### src/rtl/svc_rv_dbg_boot.sv
// Boot initiator for the debug bridge: HALT, chunked WRITEs of an image from a ROM port, RELEASE.
// Every command waits for a one-byte ACK (0x06); anything else, or a timeout, ends in ERROR.
module svc_rv_dbg_boot #(
    parameter int unsigned IMG_AW      = 12,
    parameter logic [31:0] LOAD_ADDR   = 32'h0000_0000,
    parameter int unsigned CHUNK_WORDS = 64,
    parameter int unsigned ACK_TIMEOUT = 1_000_000
) (
    input  logic              clk,
    input  logic              rst,
    input  logic              start,
    input  logic [IMG_AW:0]   img_words,
    output logic              busy,
    output logic              done,
    output logic              error,
    output logic              img_ren,
    output logic [IMG_AW-1:0] img_addr,
    input  logic [31:0]       img_rdata,
    output logic              cmd_valid,
    output logic [7:0]        cmd_data,
    input  logic              cmd_ready,
    input  logic              rsp_valid,
    input  logic [7:0]        rsp_data,
    output logic              rsp_ready
);
    localparam logic [7:0] OP_HALT  = 8'h01;
    localparam logic [7:0] OP_WRITE = 8'h02;
    localparam logic [7:0] OP_REL   = 8'h03;
    localparam logic [7:0] RSP_ACK  = 8'h06;

    typedef enum logic [3:0] {
        ST_IDLE, ST_HALT_TX, ST_HALT_ACK, ST_HDR_TX, ST_FETCH, ST_DATA_TX,
        ST_WR_ACK, ST_REL_TX, ST_REL_ACK, ST_DONE, ST_ERROR
    } state_e;

    state_e            state_q;
    logic [IMG_AW:0]   words_q, ptr_q;
    logic [31:0]       addr_q, timer_q;
    logic [23:0]       word_q;
    logic [15:0]       chunk_q, wcnt_q;
    logic [2:0]        idx_q;
    logic              busy_q, done_q, error_q, img_ren_q, cmd_valid_q;
    logic [IMG_AW-1:0] img_addr_q;
    logic [7:0]        cmd_data_q;

    logic [31:0]       remain;
    logic [15:0]       chunk_n;
    logic              words_left, timed_out, chunk_last;
    logic [7:0]        hdr_next, data_next;
    logic [IMG_AW:0]   ptr_inc;

    always_comb begin
        remain     = 32'(words_q) - 32'(ptr_q);
        chunk_n    = (remain < CHUNK_WORDS) ? remain[15:0] : 16'(CHUNK_WORDS);
        words_left = (ptr_q != words_q);
        timed_out  = (timer_q == 32'(ACK_TIMEOUT - 1));
        chunk_last = (wcnt_q == chunk_q - 16'd1);
        ptr_inc    = ptr_q + {{IMG_AW{1'b0}}, 1'b1};
        // idx_q names the byte currently on the bus; these select the one after it
        case (idx_q)
            3'd0:    hdr_next = addr_q[7:0];
            3'd1:    hdr_next = addr_q[15:8];
            3'd2:    hdr_next = addr_q[23:16];
            3'd3:    hdr_next = addr_q[31:24];
            3'd4:    hdr_next = chunk_q[7:0];
            3'd5:    hdr_next = chunk_q[15:8];
            default: hdr_next = 8'h00;
        endcase
        case (idx_q)
            3'd0:    data_next = word_q[7:0];
            3'd1:    data_next = word_q[15:8];
            3'd2:    data_next = word_q[23:16];
            default: data_next = 8'h00;
        endcase
    end

    always_ff @(posedge clk or posedge rst) begin
        if (rst) begin
            state_q     <= ST_IDLE;
            words_q     <= '0;
            ptr_q       <= '0;
            addr_q      <= '0;
            timer_q     <= '0;
            word_q      <= '0;
            chunk_q     <= '0;
            wcnt_q      <= '0;
            idx_q       <= '0;
            busy_q      <= 1'b0;
            done_q      <= 1'b0;
            error_q     <= 1'b0;
            img_ren_q   <= 1'b0;
            img_addr_q  <= '0;
            cmd_valid_q <= 1'b0;
            cmd_data_q  <= '0;
        end else if (start && !busy_q) begin
            state_q     <= ST_HALT_TX;
            words_q     <= img_words;
            ptr_q       <= '0;
            addr_q      <= LOAD_ADDR;
            busy_q      <= 1'b1;
            done_q      <= 1'b0;
            error_q     <= 1'b0;
            cmd_valid_q <= 1'b1;
            cmd_data_q  <= OP_HALT;
        end else begin
            case (state_q)
                ST_HALT_TX, ST_REL_TX: begin
                    if (cmd_ready) begin
                        cmd_valid_q <= 1'b0;
                        timer_q     <= '0;
                        state_q     <= (state_q == ST_HALT_TX) ? ST_HALT_ACK : ST_REL_ACK;
                    end
                end
                ST_HALT_ACK, ST_WR_ACK, ST_REL_ACK: begin
                    timer_q <= timer_q + 32'd1;
                    if ((rsp_valid && rsp_data != RSP_ACK) || (!rsp_valid && timed_out)) begin
                        state_q <= ST_ERROR;
                        error_q <= 1'b1;
                        busy_q  <= 1'b0;
                    end else if (rsp_valid) begin
                        if (state_q == ST_REL_ACK) begin
                            state_q <= ST_DONE;
                            done_q  <= 1'b1;
                            busy_q  <= 1'b0;
                        end else if (words_left) begin
                            state_q     <= ST_HDR_TX;
                            chunk_q     <= chunk_n;
                            wcnt_q      <= '0;
                            idx_q       <= '0;
                            cmd_valid_q <= 1'b1;
                            cmd_data_q  <= OP_WRITE;
                        end else begin
                            state_q     <= ST_REL_TX;
                            cmd_valid_q <= 1'b1;
                            cmd_data_q  <= OP_REL;
                        end
                    end
                end
                ST_HDR_TX: begin
                    if (cmd_ready) begin
                        if (idx_q == 3'd6) begin
                            cmd_valid_q <= 1'b0;
                            state_q     <= ST_FETCH;
                            img_ren_q   <= 1'b1;
                            img_addr_q  <= ptr_q[IMG_AW-1:0];
                        end else begin
                            cmd_data_q <= hdr_next;
                            idx_q      <= idx_q + 3'd1;
                        end
                    end
                end
                // img_ren is raised on entry, so its level marks the first of the two FETCH cycles
                ST_FETCH: begin
                    if (img_ren_q) begin
                        img_ren_q <= 1'b0;
                    end else begin
                        word_q      <= img_rdata[31:8];
                        cmd_valid_q <= 1'b1;
                        cmd_data_q  <= img_rdata[7:0];
                        idx_q       <= '0;
                        state_q     <= ST_DATA_TX;
                    end
                end
                ST_DATA_TX: begin
                    if (cmd_ready) begin
                        if (idx_q == 3'd3) begin
                            cmd_valid_q <= 1'b0;
                            ptr_q       <= ptr_inc;
                            wcnt_q      <= wcnt_q + 16'd1;
                            if (chunk_last) begin
                                state_q <= ST_WR_ACK;
                                timer_q <= '0;
                                addr_q  <= addr_q + {14'd0, chunk_q, 2'b00};
                            end else begin
                                state_q    <= ST_FETCH;
                                img_ren_q  <= 1'b1;
                                img_addr_q <= ptr_inc[IMG_AW-1:0];
                            end
                        end else begin
                            cmd_data_q <= data_next;
                            idx_q      <= idx_q + 3'd1;
                        end
                    end
                end
                ST_DONE, ST_ERROR: state_q <= ST_IDLE;
                default:           state_q <= ST_IDLE;
            endcase
        end
    end

    assign busy      = busy_q;
    assign done      = done_q;
    assign error     = error_q;
    assign img_ren   = img_ren_q;
    assign img_addr  = img_addr_q;
    assign cmd_valid = cmd_valid_q;
    assign cmd_data  = cmd_data_q;
    assign rsp_ready = 1'b1;
endmodule

### config.mk
export PLATFORM = sky130hd
export DESIGN_NAME = svc_rv_dbg_boot
export DESIGN_NICKNAME = d
export VERILOG_FILES = /design/src/rtl/svc_rv_dbg_boot.sv
export SDC_FILE = /design/constraint.sdc
export NUM_CORES = 1
export LEC_CHECK = 0
export BUFFER_PORTS_ARGS = -buffer_cell sky130_fd_sc_hd__buf_2
export CAP_MARGIN = 20
export CORE_MARGIN = 4
export CORE_UTILIZATION = 63
export CTS_BUF_LIST = sky130_fd_sc_hd__clkbuf_4 sky130_fd_sc_hd__clkbuf_8
export DETAILED_ROUTE_END_ITERATION = 8
export PLACE_DENSITY_LB_ADDON = 0.2
export RECOVER_POWER = 50
export SYNTH_ARGS = -nofsm -noshare
export SYNTH_HDL_FRONTEND = slang
export SYNTH_SLANG_ARGS = --single-unit
### constraint.sdc
create_clock -name clk -period 7.5 [get_ports clk]
set_clock_uncertainty 0.15 [all_clocks]
set_input_delay 0.75 -clock clk [delete_from_list [all_inputs] [get_ports clk]]
set_output_delay 0.75 -clock clk [all_outputs]
set_load 0.05 [all_outputs]
==> results.ini <==
[outcome]
status=finished, violations left
violations=capacitance limit, slew limit

[synth]
yosysWarnings=0
async_flop_share_pct=100
syn_avg_cell_area_um2=8.69
synth.top_cell.area_share_pct=40.0
synth_top_area_cell=dfrtp_1
yosysSeqAreaShare_pct=40.0
synth-edff-count=0
synth_ff_type=dfrtp_1
yosys-top-cells-count=nand2_1, dfrtp_1, o21ai_0
synth_cells=1252
yosys_register_bits=174
synthTopCellsByArea=dfrtp_1, nand2_1, mux2_2
synth_cell_types=72
syn_area_um2=10900
yosysMostFrequentCell=nand2_1
syn_nets=1350

[setup_path]
crit_path_end_kind=flop
cp-start-kind=flop
crit_chain=nor2b_4 -> clkbuf_1 -> nor2_1 -> nand2b_1 -> mux2_2
crit_fanout=71
crit_slowest_cell=clkbuf_1
path_class=reg -> reg
arrival_ns=4.92
critical-path-max-stage-delay_ns=2.32
cp.required_ns=7.71

[cts]
ctsHoldBuffers=0
cts-buffers-inserted=17
worstSkewPairLatency_ns=0.47
clock-sinks=174
clockBufferDepth=2
cts_tree=built
htree_levels=4
ctsResizeCount=0
cts_root_buffer=clkbuf_8
post_cts_buffers=0
path_clk_slew_ns=0.10

[sta]
finalHoldViolations=0
finalSetupViolations=0
fin_crit_ns=4.71
final.period_utilization_pct=62.8
tightestPinTransition_ns=4.74
maxSlewViolCount=183
whs_ns=0.321
max_slew_margin_pct=-218
fmax_ghz=0.212
setup_slack_ns=2.79
rsz0062_at_grt=false
tns_ns=0

[floorplanning]
io_pins=84
core_um2=16800
die-height_um=139
num_rows=47
dieArea_um2=19400
die_x_um=139
initial_core_util_pct=64.9

[global_route]
antenna_found_initial=1
grt_usage_pct=28.8
grt_max_degree=111
grt_pass1_vias=9319
grt.overflow.total=0
grt_pass1_wl_mm=46.6

[power]
ir_worst_vdd_mv=0.212
finalPower_mw=3.08
power_leakage_nw=5.24
powerDensity_nw_per_um2=260

[cells_and_area]
final_area_um2=11800
drive_above_1_share_pct=12.5
nets=1401
final_util_pct=70.5
synthToLayoutAreaGrowth_pct=8.52
fin_cells=1535
antenna_cells=0

[placement]
place_congestion=0.960
dp_hpwl_mm=19.7
io_buffers=82
dp.cells=1502
dpl_worst_slack_ns=3.17
dpl_cell_area_um2=11400

[route]
dr.first_iter.drc_count=1114
routedWlPerCell_um=18.2
via_per_inst=6.41
drcViolationCount=0
vias=9832
drt_wl_total_mm=27.9
postRouteAntennaNets=0
dr.pass1.iters=6

[hold_path]
min_path_type=in -> reg

[flow_run]
max-cap-violations=2

[logic make-up (layout without fill, tap and decap cells)]
group | Yosys count | count (layout) | share of synthesized area (%)
compound gates | 328 | 328 | 19.2
simple gates | 497 | 497 | 22.6
flops | 174 | 174 | 40.0
xor+xnor | 54 | 54 | 4.35
mux | 53 | 53 | 5.41
other cells | 1 | 1 | 0.0345
buf+inv | 105 | 168 | 3.76
fa+ha+maj | 40 | 40 | 4.74
[where the power goes]
| part | leakage (nW) | internal, mW | switching [mW] | total, mW |
|---|---|---|---|---|
| combinational | 2.72 | 0.467 | 0.726 | 1.19 |
| sequential | 2.33 | 1.08 | 0.119 | 1.20 |
| clock | 0.195 | 0.310 | 0.371 | 0.682 |
[sequential cells by signal, indices dropped and copies added (netlist names)]
signal,count
busy,1
timer_q,32
word_q,24
addr_q,30
state_q,4
wcnt_q,16
cmd_data,8
img_addr,12
idx_q,3
chunk_q,14
error,1
ptr_q,13
done,1
cmd_valid,1
img_ren,1
words_q,13
[layout make-up]
type	count	area, µm²
multi-input combinational	973	6130
fill	1337	4950
sequential	174	4350
timing repair buffer	98	502
tap	220	275
clock buffer	18	248
clock inverter	13	151
inverter	39	148
[metal layers]
metal | vias to the layer above | GRT usage (%) | share of wire [%]
met3 | 56 | 5.08 | 7.6
li1 | 4653 | - | -
met4 | 2 | 8.55 | 2.0
met5 | - | 0 | 0.047
met1 | 4694 | 41.2 | 44
met2 | 427 | 45.2 | 46
[path summary, 6_finish.rpt]
kind	startpoint	end	slack (ns)	cells after the start
setup / recovery	busy$_DFFE_PP0P_	img_addr[3]$_DFFE_PP0P_	2.79	5
hold / removal	img_words[9]	words_q[9]$_DFFE_PP0P_	0.32	3
setup reg to reg	busy$_DFFE_PP0P_	img_addr[3]$_DFFE_PP0P_	2.79	5
hold reg to reg	words_q[2]$_DFFE_PP0P_	words_q[2]$_DFFE_PP0P_	0.34	2
max in group asynchronous	rst	wcnt_q[7]$_DFFE_PP0P_	3.30	3
min in group asynchronous	rst	word_q[20]$_DFFE_PP0P_	1.57	2
[worst max-delay path: cells and delay by family, from the launching register on]
family,cells,cell delay [ns]
mux,1,0.41
buf+inv,1,2.32
flops,1,0.44
simple gates,3,1.25
[cell usage in the layout (no fill, tap or decap), drive strengths merged, types with 15 or more instances in the layout]
master | synthesis | final
and3 | 22 | 22
buf | 7 | 71
inv | 39 | 44
mux2 | 47 | 47
a22oi | 18 | 18
xnor2 | 42 | 42
dfrtp | 174 | 174
o31ai | 28 | 28
a31oi | 22 | 22
ha | 38 | 38
nor2 | 90 | 90
nand2 | 177 | 177
nor3 | 24 | 24
a21oi | 67 | 67
nand3 | 45 | 45
nand4 | 20 | 20
and2 | 20 | 20
clkbuf | 59 | 45
nor4 | 18 | 18
nor2b | 15 | 15
o21ai | 104 | 104
(Power assumes the default switching activity.)
